**src/rtl/csr_defines.sv**
```systemverilog
// Shared CSR definitions: addresses, TCFG fields, write bundle, timer FSM state.
// Used by csr_timer and csr_stable_counter.
package csr_defines;

    localparam int CSR_ADDR_W = 14;

    localparam logic [13:0] CSR_TID   = 14'h040;
    localparam logic [13:0] CSR_TCFG  = 14'h041;
    localparam logic [13:0] CSR_TVAL  = 14'h042;
    localparam logic [13:0] CSR_CNTC  = 14'h043;
    localparam logic [13:0] CSR_TICLR = 14'h044;

    localparam int TCFG_EN          = 0;
    localparam int TCFG_PERIODIC    = 1;
    localparam int TCFG_INITVAL_LSB = 2;
    localparam int TCFG_INITVAL_MSB = 31;

    localparam int TICLR_CLR = 0;

    typedef struct packed {
        logic                  we;
        logic [CSR_ADDR_W-1:0] addr;
        logic [31:0]           data;
    } csr_write_signal;

    typedef enum logic [1:0] {
        OFF  = 2'd0,
        RUN  = 2'd1,
        DONE = 2'd2
    } timer_state_t;

    // TVAL load value is INITVAL shifted into place: {INITVAL, 2'b00}.
    function automatic logic [31:0] tcfg_load(input logic [31:0] cfg);
        return cfg & 32'hFFFF_FFFC;
    endfunction

endpackage

```
**src/rtl/csr_stable_counter.sv**
```systemverilog
// Free-running 64-bit stable counter with optional CNTC compensation.
// Macro CSR_TIMER_CNTC_EN enables the writable CNTC register.
module csr_stable_counter
    import csr_defines::*;
(
    input  logic        clk,
    input  logic        rst,
    input  logic        cntc_we,
    input  logic [31:0] cntc_wdata,
    output logic [31:0] cntc,
    output logic [63:0] stable_cnt
);

    logic [63:0] raw_q;
    logic [63:0] raw_d;

    // Raw counter advances every cycle and wraps naturally.
    always_comb begin
        raw_d = raw_q + 64'd1;
    end

    // Raw counter register.
    always_ff @(posedge clk) begin
        if (rst) begin
            raw_q <= '0;
        end else begin
            raw_q <= raw_d;
        end
    end

`ifdef CSR_TIMER_CNTC_EN
    logic [31:0] cntc_q;
    logic [31:0] cntc_d;

    // CNTC takes the written value; otherwise holds.
    always_comb begin
        cntc_d = cntc_q;
        if (cntc_we) begin
            cntc_d = cntc_wdata;
        end
    end

    // CNTC register.
    always_ff @(posedge clk) begin
        if (rst) begin
            cntc_q <= '0;
        end else begin
            cntc_q <= cntc_d;
        end
    end

    assign cntc       = cntc_q;
    assign stable_cnt = raw_q + {{32{cntc_q[31]}}, cntc_q};
`else
    logic unused_cntc;
    assign unused_cntc = ^{cntc_we, cntc_wdata};

    assign cntc       = '0;
    assign stable_cnt = raw_q;
`endif

endmodule

```
**src/rtl/csr_timer.sv**
```systemverilog
// Timer CSR block: TID, TCFG, TVAL, TICLR, CNTC and the stable counter.
// Macro CSR_TIMER_CNTC_EN enables a writable CNTC offset.
module csr_timer
    import csr_defines::*;
#(
    parameter logic [31:0] CORE_ID = 32'd0
)(
    input  logic            clk,
    input  logic            rst,
    input  csr_write_signal csr_w,
    input  logic [13:0]     rd_addr,
    output logic [31:0]     rd_data,
    output logic            rd_hit,
    output logic            timer_int,
    output logic [63:0]     stable_cnt,
    output logic [31:0]     tid
);

    timer_state_t state_q, state_d;
    logic [31:0]  tid_q, tid_d;
    logic [31:0]  tcfg_q, tcfg_d;
    logic [31:0]  tval_q, tval_d;
    logic         int_q, int_d;
    logic [31:0]  cntc;

    logic         wr_tid;
    logic         wr_tcfg;
    logic         wr_ticlr;
    logic         wr_cntc;
    logic [31:0]  wr_load;
    logic [31:0]  reload;

    assign wr_tid   = csr_w.we && (csr_w.addr == CSR_TID);
    assign wr_tcfg  = csr_w.we && (csr_w.addr == CSR_TCFG);
    assign wr_ticlr = csr_w.we && (csr_w.addr == CSR_TICLR);
    assign wr_cntc  = csr_w.we && (csr_w.addr == CSR_CNTC);
    assign wr_load  = tcfg_load(csr_w.data);
    assign reload   = tcfg_load(tcfg_q);

    // Next-state: TCFG write overrides countdown; expiry set beats TICLR clear.
    always_comb begin
        state_d = state_q;
        tid_d   = tid_q;
        tcfg_d  = tcfg_q;
        tval_d  = tval_q;
        int_d   = int_q;
        if (wr_tid) begin
            tid_d = csr_w.data;
        end
        if (wr_ticlr && csr_w.data[TICLR_CLR]) begin
            int_d = 1'b0;
        end
        if (wr_tcfg) begin
            tcfg_d = csr_w.data;
            tval_d = wr_load;
            if (!csr_w.data[TCFG_EN]) begin
                state_d = OFF;
            end else if (wr_load != '0) begin
                state_d = RUN;
            end else begin
                state_d = DONE;
            end
        end else begin
            case (state_q)
                OFF: begin
                end
                RUN: begin
                    if (tval_q != '0) begin
                        tval_d = tval_q - 32'd1;
                        if (tval_q == 32'd1) begin
                            int_d = 1'b1;
                        end
                    end else if (tcfg_q[TCFG_PERIODIC] && (reload != '0)) begin
                        tval_d = reload;
                    end else begin
                        state_d = DONE;
                    end
                end
                DONE: begin
                    tval_d = '0;
                end
                default: begin
                    state_d = OFF;
                end
            endcase
        end
    end

    // Timer FSM and CSR registers, registered outputs.
    always_ff @(posedge clk) begin
        if (rst) begin
            state_q <= OFF;
            tid_q   <= CORE_ID;
            tcfg_q  <= '0;
            tval_q  <= '0;
            int_q   <= 1'b0;
        end else begin
            state_q <= state_d;
            tid_q   <= tid_d;
            tcfg_q  <= tcfg_d;
            tval_q  <= tval_d;
            int_q   <= int_d;
        end
    end

    csr_stable_counter u_stable_counter (
        .clk        (clk),
        .rst        (rst),
        .cntc_we    (wr_cntc),
        .cntc_wdata (csr_w.data),
        .cntc       (cntc),
        .stable_cnt (stable_cnt)
    );

    // Read mux shows pre-write register state, no bypass.
    always_comb begin
        rd_hit  = 1'b1;
        rd_data = '0;
        case (rd_addr)
            CSR_TID:   rd_data = tid_q;
            CSR_TCFG:  rd_data = tcfg_q;
            CSR_TVAL:  rd_data = tval_q;
            CSR_CNTC:  rd_data = cntc;
            CSR_TICLR: rd_data = '0;
            default:   rd_hit  = 1'b0;
        endcase
    end

    assign timer_int = int_q;
    assign tid       = tid_q;

endmodule

```
**config.mk**
```make
export PLATFORM = sky130hd
export DESIGN_NAME = csr_timer
export DESIGN_NICKNAME = d
export VERILOG_FILES = /design/src/rtl/csr_defines.sv /design/src/rtl/csr_stable_counter.sv /design/src/rtl/csr_timer.sv
export SDC_FILE = /design/constraint.sdc
export NUM_CORES = 1
export LEC_CHECK = 0
export BUFFER_PORTS_ARGS = -buffer_cell sky130_fd_sc_hd__buf_2
export CELL_PAD_IN_SITES_DETAIL_PLACEMENT = 0
export CELL_PAD_IN_SITES_GLOBAL_PLACEMENT = 1
export CORE_MARGIN = 10
export CORE_UTILIZATION = 43
export CTS_BUF_LIST = sky130_fd_sc_hd__clkbuf_8 sky130_fd_sc_hd__clkbuf_16
export CTS_CLUSTER_DIAMETER = 30
export DETAILED_ROUTE_END_ITERATION = 7
export PLACE_DENSITY_LB_ADDON = 0.1
export SLEW_MARGIN = 0
export SYNTH_ARGS = -nofsm -noshare
export SYNTH_HDL_FRONTEND = slang
export SYNTH_SLANG_ARGS = --single-unit
```
**constraint.sdc**
```tcl
create_clock -name clk -period 7 [get_ports clk]
set_input_delay 0.7 -clock clk [delete_from_list [all_inputs] [get_ports clk]]
set_output_delay 0.7 -clock clk [all_outputs]
set_load 0.03 [all_outputs]
```
==> run metrics <==
run status=complete, no violations; fmax=0.2972 GHz; share of cells above drive strength 1=20.33%; CP Class=input port to output pin; Comb power frac=3.7%; H-tree Lvls=4; initial antenna violation count=3; Tcrit/Tclk final=48.07%; Post-CTS Setup Bufs=0; final setup violation count=0; vias in the first global route=8347; Yosys reg bits=163; yosys warns=0; Post-CTS Hold Buffers=0; Yosys cell types=67; vias after detailed routing=8603; hold_sp=tcfg_q[0]; core area=19650 µm²; CP startpoint=rd_addr[1]; XOR/XNOR Fraction of Synth Area=4.952%; total wire length=28340 µm; Root Driver=clkbuf_16; Max-cap violations=0; pre-CTS setup slack=3638 ps; Int Pwr=1585 µW; sequential power share=46.1%; clk_skew=11.38 ps; measured slew at the worst slew-check pin=1139 ps; crit path DAT=2670 ps; most frequent cells in the layout=buf_2, dfxtp_1, nor2_1, nand2_1, a21oi_1; die area=26230 µm²; fin worst setup slack=3635 ps; GRT Util Overall=21.01%; Pwr per Cell Area=195.6 nW/µm²; die width=162.0 µm; clk slew on worst S/H paths=60 ps; post_cts resized=0; DR WL met2=13300 µm; PortBufs=192; asr flop ratio synth=0%; TNS Setup=0 ps; fillers=2055; Avg WL per Cell=18.27 µm; commonest non-fill, non-tap cell in the layout=buf_2; Post-synth top flop=dfxtp_1; initial DRC count=403; crit path max fanout=34; dpl cells=1517; CP Launch Type=input port; mux share of post-synthesis cell area=4.577%; Lkg Pwr=0.004082 µW; Post-Synth Simple-Gate Area=29.47%; area of the multi-input gates=4995 µm²; Syn Nets=1199; M1 wire length=12630 µm; Tightest Hold Check Type=flip-flop to flip-flop; Slew HR=23.84%; min cycle time layout=3365 ps; Remaining DRCs=0; Hold Slack=452.7 ps; CP endpoint kind=output pin; Syn Std Cell Area=8666 µm²; Net count, final=1337; die span in y=162.0 µm; Final Hold Fails=0; Initial Util=44.09%; VDD IR max=0.0001592 V; switching fraction of total power=21.51%; Area growth syn-to-layout=19.15%; clock tree buffer depth=2; Post-Synth Adder-Cell Area=0.4332%; met3 wire len=1948 µm; largest net degree at the start of global routing=115; CTS tree=yes; top-level port count=193; WP data required=6300 ps; GRT overflow=0; Post-synth EDFFs=0; dpl hpwl=20200 µm; Post-Syn Instances=1133; main combinational cell family by area after synthesis=simple AND/OR/NAND/NOR gates; r2r startpoint=tval_q[4]; Inserted Clock Buffers=17; Seq/Total Area, Yosys=37.66%; gpl congestion=0.8404; Reg area=3263 µm²; clk_lat worst skew=430 ps; vias per cell=5.547; max-slew violation count=0; row cnt=51; drt pass-1 iters=5; CTS Sinks=163; switching power=434.6 µW; ANT nets after route=0; DR top layer=met5; Synth Area in Compound Gates=18.02%; syn avg cell area=7.649 µm²; first-pass GRT wire length=45300 µm; part of the power in the clock network=50.2%; unrepaired setup endpoints after global routing=no; Final Non-Filler Cells=1551
==> metal layers <==
layer	GRT usage, %	up-vias
li1	-	4310
met1	25.58	4006
met2	34.95	252
met3	6.496	31
met4	5.914	4
met5	0	-
==> worst max-delay path: stages <==
cell and delay [ps]:
buf_2 540, nor2b_4 890, a21oi_1 170, nor2_1 130, buf_2 220
==> state kept, by name, summed over array words and instances (netlist names) <==
signal,count
tval_q,32
timer_int,1
state_q,2
tcfg_q,32
u_stable_counter.stable_cnt,64
tid,32
==> Yosys cell counts, types with 8 or more instances <==
library cell	count	area share [%]
dfxtp_1	163	38
nor2_1	162	7.0
nand2_1	159	6.9
a21oi_1	120	6.9
clkbuf_1	65	2.8
o21ai_0	37	2.1
mux2i_1	34	3.9
nand3_1	31	1.8
nor3_1	29	1.7
nor4_1	29	2.1
xor2_1	28	2.8
nand4_1	27	1.9
xnor2_1	21	2.1
inv_1	19	0.82
o211ai_1	18	1.6
or3_1	15	1.1
and3_1	13	0.94
or4_1	13	1.1
nand2b_1	12	0.87
nor2b_1	11	0.79
a311oi_1	9	0.91
a311oi_2	8	1.4
==> worst paths after layout <==
check / endpoint / slack (ps) / cells after the start
setup reg to reg: tval_q[19] / 3890 / 6
hold / removal: tcfg_q[0] / 450 / 2
hold reg to reg: tcfg_q[0] / 450 / 2
setup / recovery: rd_data[27] / 3630 / 5
==> power groups by stage <==
stage	clock [µW]	combinational, µW	sequential (µW)
floorplan	0	35.8	954
global placement	0	74.1	951
detailed placement	0	74.8	951
CTS	1030	75.0	930
global route	1070	81.2	930
finish	1010	74.6	930
==> per-stage QoR <==
step / total power, µW / instance area, µm² / util, %
6_report: 2020 / 10320 / 52.53
5_1_grt: 2085 / 10320 / 52.51
4_1_cts: 2040 / 10320 / 52.51
3_5_place_dp: 1026 / 9681 / 49.26
3_3_place_gp: 1025 / 9681 / 49.26
2_1_floorplan: 989.7 / 8666 / -
==> kinds of logic (layout without fill, tap and decap cells) <==
logic type      Yosys count  count (layout)
flops                   163             163
mux                      39              39
fa+ha+maj                 3               3
compound gates          245             245
buf+inv                  99             250
xor+xnor                 49              49
other cells               0               2
simple gates            535             535
==> layout make-up <==
type	count	share of cell area [%]
Antenna cell	2	0.04847
Timing Repair Buffer	199	9.876
Tap cell	265	3.211
Multi-Input combinational cell	871	48.38
Sequential cell	163	31.60
Clock buffer	21	4.653
Inverter	19	0.6907
Clock inverter	11	1.539
No activity file was read; power rests on OpenSTA's default activity.
